<file path="src/rtl/img_mem_pkg.sv">
// rtl/img_mem_pkg.sv - shared types, defaults and address helper for the image buffer addressers
package img_mem_pkg;

    typedef enum logic [1:0] {
        IDLE   = 2'd0,
        WAIT   = 2'd1,
        ACCEPT = 2'd2,
        DONE   = 2'd3
    } state_t;

    localparam int IMG_W_DEF = 28;
    localparam int IMG_H_DEF = 28;
    localparam int PIX_W_DEF = 8;

    // Planes are stored back to back, rows within a plane, columns within a row.
    function automatic int unsigned lin_addr(
        input int unsigned chan,
        input int unsigned row,
        input int unsigned col,
        input int unsigned img_w,
        input int unsigned img_h
    );
        return chan * img_w * img_h + row * img_w + col;
    endfunction

endpackage

</file>
<file path="src/rtl/img_pos_counter.sv">
// rtl/img_pos_counter.sv - cascaded column/row/channel position counter with last-word flag
module img_pos_counter
    import img_mem_pkg::*;
#(
    parameter  int IMG_W    = IMG_W_DEF,
    parameter  int IMG_H    = IMG_H_DEF,
    parameter  int CHANNELS = 1,
    localparam int COL_W    = (IMG_W > 1) ? $clog2(IMG_W) : 1,
    localparam int ROW_W    = (IMG_H > 1) ? $clog2(IMG_H) : 1,
    localparam int CHAN_W   = (CHANNELS > 1) ? $clog2(CHANNELS) : 1
) (
    input  logic              clk,
    input  logic              reset_n,
    input  logic              clear_i,
    input  logic              advance_i,
    output logic [COL_W-1:0]  col_o,
    output logic [ROW_W-1:0]  row_o,
    output logic [CHAN_W-1:0] chan_o,
    output logic              last_o
);

    localparam logic [COL_W-1:0]  COL_MAX  = COL_W'(IMG_W - 1);
    localparam logic [ROW_W-1:0]  ROW_MAX  = ROW_W'(IMG_H - 1);
    localparam logic [CHAN_W-1:0] CHAN_MAX = CHAN_W'(CHANNELS - 1);

    logic [COL_W-1:0]  col_q;
    logic [ROW_W-1:0]  row_q;
    logic [CHAN_W-1:0] chan_q;

    // Column is the fastest digit; each wrap carries into the next slower digit.
    always_ff @(posedge clk or negedge reset_n) begin
        if (!reset_n) begin
            col_q  <= '0;
            row_q  <= '0;
            chan_q <= '0;
        end else if (clear_i) begin
            col_q  <= '0;
            row_q  <= '0;
            chan_q <= '0;
        end else if (advance_i) begin
            if (col_q == COL_MAX) begin
                col_q <= '0;
                if (row_q == ROW_MAX) begin
                    row_q <= '0;
                    if (chan_q == CHAN_MAX) begin
                        chan_q <= '0;
                    end else begin
                        chan_q <= chan_q + 1'b1;
                    end
                end else begin
                    row_q <= row_q + 1'b1;
                end
            end else begin
                col_q <= col_q + 1'b1;
            end
        end
    end

    assign col_o  = col_q;
    assign row_o  = row_q;
    assign chan_o = chan_q;
    assign last_o = (col_q == COL_MAX) && (row_q == ROW_MAX) && (chan_q == CHAN_MAX);

endmodule

</file>
<file path="src/rtl/img_mem_writer.sv">
// rtl/img_mem_writer.sv - stream-to-image-RAM write addresser with wait states and frame protocol
module img_mem_writer
    import img_mem_pkg::*;
#(
    parameter  int IMG_W       = IMG_W_DEF,
    parameter  int IMG_H       = IMG_H_DEF,
    parameter  int CHANNELS    = 1,
    parameter  int DATA_W      = PIX_W_DEF,
    parameter  int WAIT_CYCLES = 1,
    localparam int ADDR_W      = (IMG_W * IMG_H * CHANNELS > 1) ? $clog2(IMG_W * IMG_H * CHANNELS) : 1,
    localparam int COL_W       = (IMG_W > 1) ? $clog2(IMG_W) : 1,
    localparam int ROW_W       = (IMG_H > 1) ? $clog2(IMG_H) : 1,
    localparam int CHAN_W      = (CHANNELS > 1) ? $clog2(CHANNELS) : 1
) (
    input  logic              clk,
    input  logic              reset_n,
    input  logic              start,
    input  logic              abort,
    input  logic              in_valid,
    input  logic [DATA_W-1:0] in_data,
    output logic              in_ready,
    output logic              mem_we,
    output logic [ADDR_W-1:0] mem_addr,
    output logic [DATA_W-1:0] mem_wdata,
    output logic              busy,
    output logic              done,
    output logic [COL_W-1:0]  col,
    output logic [ROW_W-1:0]  row,
    output logic [CHAN_W-1:0] chan
);

    if (IMG_W < 1 || IMG_H < 1 || CHANNELS < 1 || WAIT_CYCLES < 0 || WAIT_CYCLES > 255) begin : g_param_check
        $error("img_mem_writer: illegal parameter set");
    end

    localparam logic [7:0] WAIT_LAST = 8'((WAIT_CYCLES > 0) ? WAIT_CYCLES - 1 : 0);

    state_t            state_q;
    logic [7:0]        wait_cnt_q;
    logic              in_ready_q;
    logic              busy_q;
    logic              done_q;
    logic              mem_we_q;
    logic [ADDR_W-1:0] mem_addr_q;
    logic [DATA_W-1:0] mem_wdata_q;

    logic              hs;
    logic              cnt_clear;
    logic              cnt_advance;
    logic              cnt_last;
    logic [COL_W-1:0]  col_w;
    logic [ROW_W-1:0]  row_w;
    logic [CHAN_W-1:0] chan_w;

    // in_ready_q mirrors state ACCEPT, so this is exactly the accepted-word condition.
    assign hs          = in_valid & in_ready_q;
    // A frame (re)start and any abort both rewind the position; abort also vetoes the advance.
    assign cnt_clear   = abort | (start & ((state_q == IDLE) | (state_q == DONE)));
    assign cnt_advance = hs & ~abort;

    img_pos_counter #(
        .IMG_W    (IMG_W),
        .IMG_H    (IMG_H),
        .CHANNELS (CHANNELS)
    ) u_pos (
        .clk       (clk),
        .reset_n   (reset_n),
        .clear_i   (cnt_clear),
        .advance_i (cnt_advance),
        .col_o     (col_w),
        .row_o     (row_w),
        .chan_o    (chan_w),
        .last_o    (cnt_last)
    );

    // Frame FSM; every output is registered so the RAM sees a clean, one-cycle-late write.
    always_ff @(posedge clk or negedge reset_n) begin
        if (!reset_n) begin
            state_q     <= IDLE;
            wait_cnt_q  <= '0;
            in_ready_q  <= 1'b0;
            busy_q      <= 1'b0;
            done_q      <= 1'b0;
            mem_we_q    <= 1'b0;
            mem_addr_q  <= '0;
            mem_wdata_q <= '0;
        end else begin
            mem_we_q <= 1'b0;
            if (abort) begin
                state_q    <= IDLE;
                wait_cnt_q <= '0;
                in_ready_q <= 1'b0;
                busy_q     <= 1'b0;
                done_q     <= 1'b0;
            end else begin
                case (state_q)
                    IDLE, DONE: begin
                        if (start) begin
                            done_q     <= 1'b0;
                            busy_q     <= 1'b1;
                            wait_cnt_q <= '0;
                            if (WAIT_CYCLES > 0) begin
                                state_q    <= WAIT;
                                in_ready_q <= 1'b0;
                            end else begin
                                state_q    <= ACCEPT;
                                in_ready_q <= 1'b1;
                            end
                        end
                    end
                    WAIT: begin
                        if (wait_cnt_q == WAIT_LAST) begin
                            wait_cnt_q <= '0;
                            state_q    <= ACCEPT;
                            in_ready_q <= 1'b1;
                        end else begin
                            wait_cnt_q <= wait_cnt_q + 1'b1;
                        end
                    end
                    ACCEPT: begin
                        if (hs) begin
                            mem_we_q    <= 1'b1;
                            mem_addr_q  <= ADDR_W'(lin_addr(32'(chan_w), 32'(row_w), 32'(col_w), IMG_W, IMG_H));
                            mem_wdata_q <= in_data;
                            if (cnt_last) begin
                                state_q    <= DONE;
                                in_ready_q <= 1'b0;
                                busy_q     <= 1'b0;
                                done_q     <= 1'b1;
                            end else if (WAIT_CYCLES > 0) begin
                                state_q    <= WAIT;
                                in_ready_q <= 1'b0;
                            end
                        end
                    end
                    default: begin
                        state_q    <= IDLE;
                        in_ready_q <= 1'b0;
                        busy_q     <= 1'b0;
                    end
                endcase
            end
        end
    end

    assign in_ready  = in_ready_q;
    assign mem_we    = mem_we_q;
    assign mem_addr  = mem_addr_q;
    assign mem_wdata = mem_wdata_q;
    assign busy      = busy_q;
    assign done      = done_q;
    assign col       = col_w;
    assign row       = row_w;
    assign chan      = chan_w;

endmodule

</file>
<file path="config.mk">
export PLATFORM = sky130hd
export DESIGN_NAME = img_mem_writer
export DESIGN_NICKNAME = d
export VERILOG_FILES = /design/src/rtl/img_mem_pkg.sv /design/src/rtl/img_pos_counter.sv /design/src/rtl/img_mem_writer.sv
export SDC_FILE = /design/constraint.sdc
export NUM_CORES = 1
export LEC_CHECK = 0
export ABC_CLOCK_PERIOD_IN_PS = 2700
export BUFFER_PORTS_ARGS = -buffer_cell sky130_fd_sc_hd__buf_2
export CAP_MARGIN = 20
export CORE_ASPECT_RATIO = 0.5
export CORE_UTILIZATION = 35
export CTS_CLUSTER_SIZE = 28
export DETAILED_ROUTE_END_ITERATION = 7
export PLACE_DENSITY_LB_ADDON = 0.12
export SLEW_MARGIN = 10
export SYNTH_ARGS = -nofsm -noshare
export SYNTH_HDL_FRONTEND = slang
export SYNTH_SLANG_ARGS = --single-unit
</file>
<file path="constraint.sdc">
create_clock -name clk -period 2.7 [get_ports clk]
set_input_delay 0.81 -clock clk [delete_from_list [all_inputs] [get_ports clk]]
set_output_delay 0.81 -clock clk [all_outputs]
set_load 0.02 [all_outputs]
</file>
After elaboration in Yosys (flattened, before gate mapping)

Cells that the tools add are included.

Register bits after elaboration: 43
Input bits: 13
Word-level logic and storage cells: 91

Add/sub/neg operators: 6
Multipliers: 3
Equality and inequality tests: 9
Mux-type cells: 39
Bitwise logic cells: 7
Reduce and logical (&&, ||, !) cells: 16

Operator list:

| kind                                                               | number |
|---|---|
| 5-bit 2-to-1 mux                                                   | 7 |
| 8-bit 2-to-1 mux                                                   | 3 |
| 1-bit 2-to-1 mux                                                   | 19 |
| 8-bit one-hot mux with 2 select lines                              | 1 |
| 3-bit != test, second input constant                               | 4 |
| 10-bit adder                                                       | 1 |
| 10-bit by 5-bit adder with 10-bit output                           | 1 |
| 5-bit by 1-bit adder with 5-bit output, second input constant      | 2 |
| 5-bit == test, second input constant                               | 2 |
| 2-bit 2-to-1 mux                                                   | 5 |
| 3-bit AND reduction                                                | 3 |
| 8-bit by 1-bit adder with 8-bit output, second input constant      | 1 |
| 8-bit logical NOT                                                  | 1 |
| 5-bit by 3-bit multiplier with 8-bit output, second input constant | 1 |
| 4-bit by 3-bit multiplier with 6-bit output, second input constant | 1 |
| 2-bit one-hot mux with 3 select lines                              | 1 |
| 2-bit nonzero test                                                 | 3 |
| 3-bit nonzero test                                                 | 2 |
| 2-bit == test, second input constant                               | 2 |
| 1-bit by 3-bit multiplier with 4-bit output, second input constant | 1 |
| 1-bit one-hot mux with 2 select lines                              | 2 |
| 2-bit AND reduction                                                | 2 |
| 4-bit AND reduction                                                | 1 |
| 1-bit AND                                                          | 3 |
| 8 further kinds                                                    | 11 |

Depth between registers and ports, before layout

Word-level depth: 7
Depth in mapped cells: 9
Gate-level depth less buffers: 9

By module

A second synthesis with hierarchy kept.

Cells, all modules: 271
Area total of the unflattened synthesis: 2576.2 µm²

Modules (own cells, without submodules):

| module          | instances | cells each | area an instance (µm²) | seq. area each (µm²) |
|---|---|---|---|---|
| img_mem_writer  | 1         | 214        | 2005.7                 | 800.8 |
| img_pos_counter | 1         | 57         | 570.5                  | 250.2 |

Worst setup path before layout

Ideal clock, no wire load.

Path type: register to register
Start: reg u_pos.row_q[2], in the netlist u_pos.row_o[2]
End: reg mem_addr_q[7], in the netlist mem_addr[7]
Library setup time: 0.120 ns
Arrival time: 2.910 ns
Data required time: 2.580 ns
Setup slack: -0.330 ns
Cell stages (with the launch flop): 9
Buffers on the path: 0
Path through: dfrtp_1 -> fa_1 -> ha_1 -> ha_1 -> fa_1 -> a21oi_1 -> nor2_1 -> or3_1 -> a31o_2

Word-level cells in the longest chain between the ends: 3

Ends and longest elaborated chain:

| element                                     | RTL line              | RTL |
|---|---|---|
| start, declared                             | img_pos_counter.sv:27 | `logic [ROW_W-1:0] row_q;` |
| start signal, assigned                      | img_pos_counter.sv:51 | `row_q <= row_q + 1'b1;` |
| 5-bit by 3-bit multiplier with 8-bit output | img_mem_pkg.sv:23     | `return chan * img_w * img_h + row * img_w + col;` |
| 10-bit adder                                | img_mem_pkg.sv:23     |  |
| 10-bit by 5-bit adder with 10-bit output    | img_mem_pkg.sv:23     |  |
| end signal, assigned                        | img_mem_writer.sv:123 | `mem_addr_q <= ADDR_W'(lin_addr(32'(chan_w), 32'(row_w), 32'(col_w), IMG_W, IMG_H));` |
| end, declared                               | img_mem_writer.sv:44  | `logic [ADDR_W-1:0] mem_addr_q;` |

Every way passes these cells.
A chain may end at the register's enable or synchronous reset.

Final worst setup path

Start: reg u_pos.row_q[0], in the netlist u_pos.row_o[0]
End: reg mem_addr_q[9], in the netlist mem_addr[9]

The elaborated chain is that of the path after synthesis.

==> run summary <==
final WL = 5145 µm
max-cap violations = 0
final worst slack = -0.1005 ns
Setup CP Type = reg -> reg
ANT nets after route = 0
die area = 7289 µm²
IR drop worst, VDD = 258.3 µV
register bit total from synthesis = 42
CP cell instances = fa_1 > ha_2 > fa_1 > ha_4 > a21oi_2 > nor2_1 > o21ai_1 > or4_4 > nand3_2
final worst-path cycle share = 1.037
CTS root buffer = clkbuf_16
Row Count = 21
max-slew violation count = 0
status = finished, violations left
worst-path fanout max = 2
hold_buf cts = 0
detailed placement HPWL = 3872 µm
CP arrival = 3.02 ns
RSZ-0062 raised after global routing = true
distinct cell type count after synthesis = 43
initial DRC count = 76
DIE WIDTH = 119.7 µm
number of top-level pins = 46
Worst setup SP type = register
EDFF count, synth = 0
H-Tree Depth = 2
clk sinks = 42
initial antenna violation count = 0
GRT Residual Overflow = 0
All-Layer GR Usage = 0.1559
Required @ worst endpoint = 2.92 ns
# port buffers = 44
failing checks = setup timing
vias in the first global route = 1918
Layout area overhead = 26.20%
Period minus WS final = 2.800 ns
largest net degree at the start of global routing = 23
Slew HR = 0.6455
Longest Clk Path Bufs = 2
global-route wire length before repair = 8721 µm
CTS clock-pin slew for the worst setup and hold paths = 0.06 ns
asr flop ratio synth = 1.000
Multi-input gate area = 1335 µm²
die height = 60.87 µm
Critical Path Source = u_pos.row_o[0]
Setup-failing EPs final = 3
Most common cell on crit path = fa_1
Critical Path Sink Type = register
setup slack at placement = -0.08375 ns
final hold viol count = 0
worst hold path class = reg -> reg
cell count after synthesis = 262
CTS buffer count = 5
Sum Neg Setup Slack = -0.2053 ns
Core Footprint = 6700 µm²
sequential cell area = 1055 µm²
Most used DFF post-synth = dfrtp_1
ratio of cells with drive above 1 in the final layout = 0.2601
DR vias = 1986
Worst path slowest cell = fa_1
router iterations before antenna repair = 4
Worst Path Buf+Inv = 0
Power Dens Cells = 590.9 nW/µm²
Setup Skew = 0.004754 ns
wire length per cell = 12.40 µm
hold path start = mem_addr[1]
worst flop-to-flop path startpoint = u_pos.row_o[0]
fmax = 0.3571 GHz
drt drc = 0
gpl congestion = 0.7281
worst stage delay on the critical path = 0.54 ns
Synthesized Nets = 302
synthesized area = 2426 µm²
Hold WS = 0.4656 ns
CTS tree = yes
DR vias/cell = 4.786
sequential share of the synthesized area = 0.4332
Syn Area/Cell = 9.260 µm²
net count of the finished layout = 362
Leak = 1.629 nW
delay-heaviest family, CP = adder cells
worst slew pin tran = 0.5311 ns
ant diodes = 0
Clock Latency Late Sink = 0.29 ns
Ys Warns = 0
fillers = 654
Initial Util = 0.3621
[path summary, 6_finish.rpt]
path,endpoint,cells past startpoint,slack [ns]
setup / recovery,mem_addr[9],9,-0.10
setup reg to reg,mem_addr[9],9,-0.10
hold reg to reg,mem_addr[1],2,0.47
hold / removal,mem_addr[1],2,0.47
max in group asynchronous,state_q[1],2,1.69
min in group asynchronous,mem_we,1,0.50
[placed cells by master (no fill, tap or decap), types with 3 or more instances in the layout]
| cell type | count |
|---|---|
| dfrtp_2 | 3 |
| dfrtp_1 | 39 |
| o21ai_0 | 9 |
| fa_1 | 5 |
| clkbuf_16 | 5 |
| nand2_1 | 59 |
| buf_2 | 44 |
| nor2_1 | 17 |
| xnor2_1 | 6 |
| nand2b_1 | 4 |
| buf_4 | 14 |
| a21oi_1 | 19 |
| o31ai_1 | 3 |
| xor2_1 | 5 |
| nor3_1 | 4 |
| ha_1 | 18 |
| a21o_1 | 3 |
| nand3_1 | 10 |
| o21ai_1 | 3 |
| inv_1 | 13 |
[sequential cells by signal, summed over array words and instances (netlist names)]
| name | flops |
|---|---|
| busy | 1 |
| done | 1 |
| in_ready | 1 |
| mem_addr | 10 |
| mem_wdata | 8 |
| mem_we | 1 |
| state_q | 2 |
| u_pos.col_o | 5 |
| u_pos.row_o | 5 |
| wait_cnt_q | 8 |
[report_power, final]
group | internal (W) | switching, W
Combinational | 0.000185 | 0.000277
Sequential | 0.000692 | 0.0000427
Clock | 0.000366 | 0.000246
Total | 0.00124 | 0.000566
[worst min-delay path, delay by kind of cell, from the launching register on]
kind / cells / cell delay [ns]
and+or+nand+nor: 2 / 0.10
DFF: 1 / 0.33
[through the flow]
step,utilization,area [µm²],power (W),std cells
3_3_place_gp,0.4303,2883,0.001187,405
3_5_place_dp,0.4303,2883,0.001201,405
4_1_cts,0.4528,3034,0.001822,413
5_1_grt,0.4570,3062,0.001923,415
2_1_floorplan,-,2464,0.001045,262
6_report,0.4570,3062,0.001809,415
[logic make-up after synthesis]
family                     Yosys count  share of synthesized area
adders and majority gates           27                     0.1578
DFF                                 42                     0.4332
other                                1                   0.001546
xor gates and xnor gates            11                    0.03971
and+or+nand+nor                    112                     0.2084
AOI/OAI and AO/OA                   49                     0.1253
buffers and inverters               20                    0.03404
[per-layer routing]
metal | global-route usage | wire length (µm)
met5 | 0 | 0
met3 | 0.03477 | 180
met2 | 0.2824 | 2477
met1 | 0.1867 | 2426
met4 | 0.06250 | 61
[layout make-up]
type / count / area share
multi-input cells: 200 / 0.4360
well taps: 92 / 0.03760
flip-flops and latches: 42 / 0.3445
repair buffers: 60 / 0.1165
inverters: 13 / 0.01594
clock inverters: 2 / 0.004087
clock buffers: 6 / 0.04536
[synth_stat cells (2+ instances only)]
master     n  area [µm²]
and3_1     2       12.51
dfrtp_1   42        1051
o31ai_1    3       22.52
o211ai_1   2       15.01
buf_2      3       15.01
clkbuf_1   3       11.26
nand2_1   59       221.5
fa_1       6       120.1
nor2b_1    2       12.51
a21o_1     3       22.52
nand2b_1   4       25.02
xnor2_1    6       52.55
nor3_1     4       20.02
and2_1     2       12.51
xor2_1     5       43.79
a21oi_1   20       100.1
inv_1     13       48.80
o21ai_0   11       55.05
nand3_1   11       55.05
ha_1      21       262.8
nor2_1    17       63.81
nand4_1    2       12.51
[what timing repair did]
action,CTS,global route
gates resized for setup,0,5
gates cloned,0,0
endpoints found under the setup margin,2,3
setup buffers,0,2
pin swaps,1,10
(Power assumes the default switching activity.)
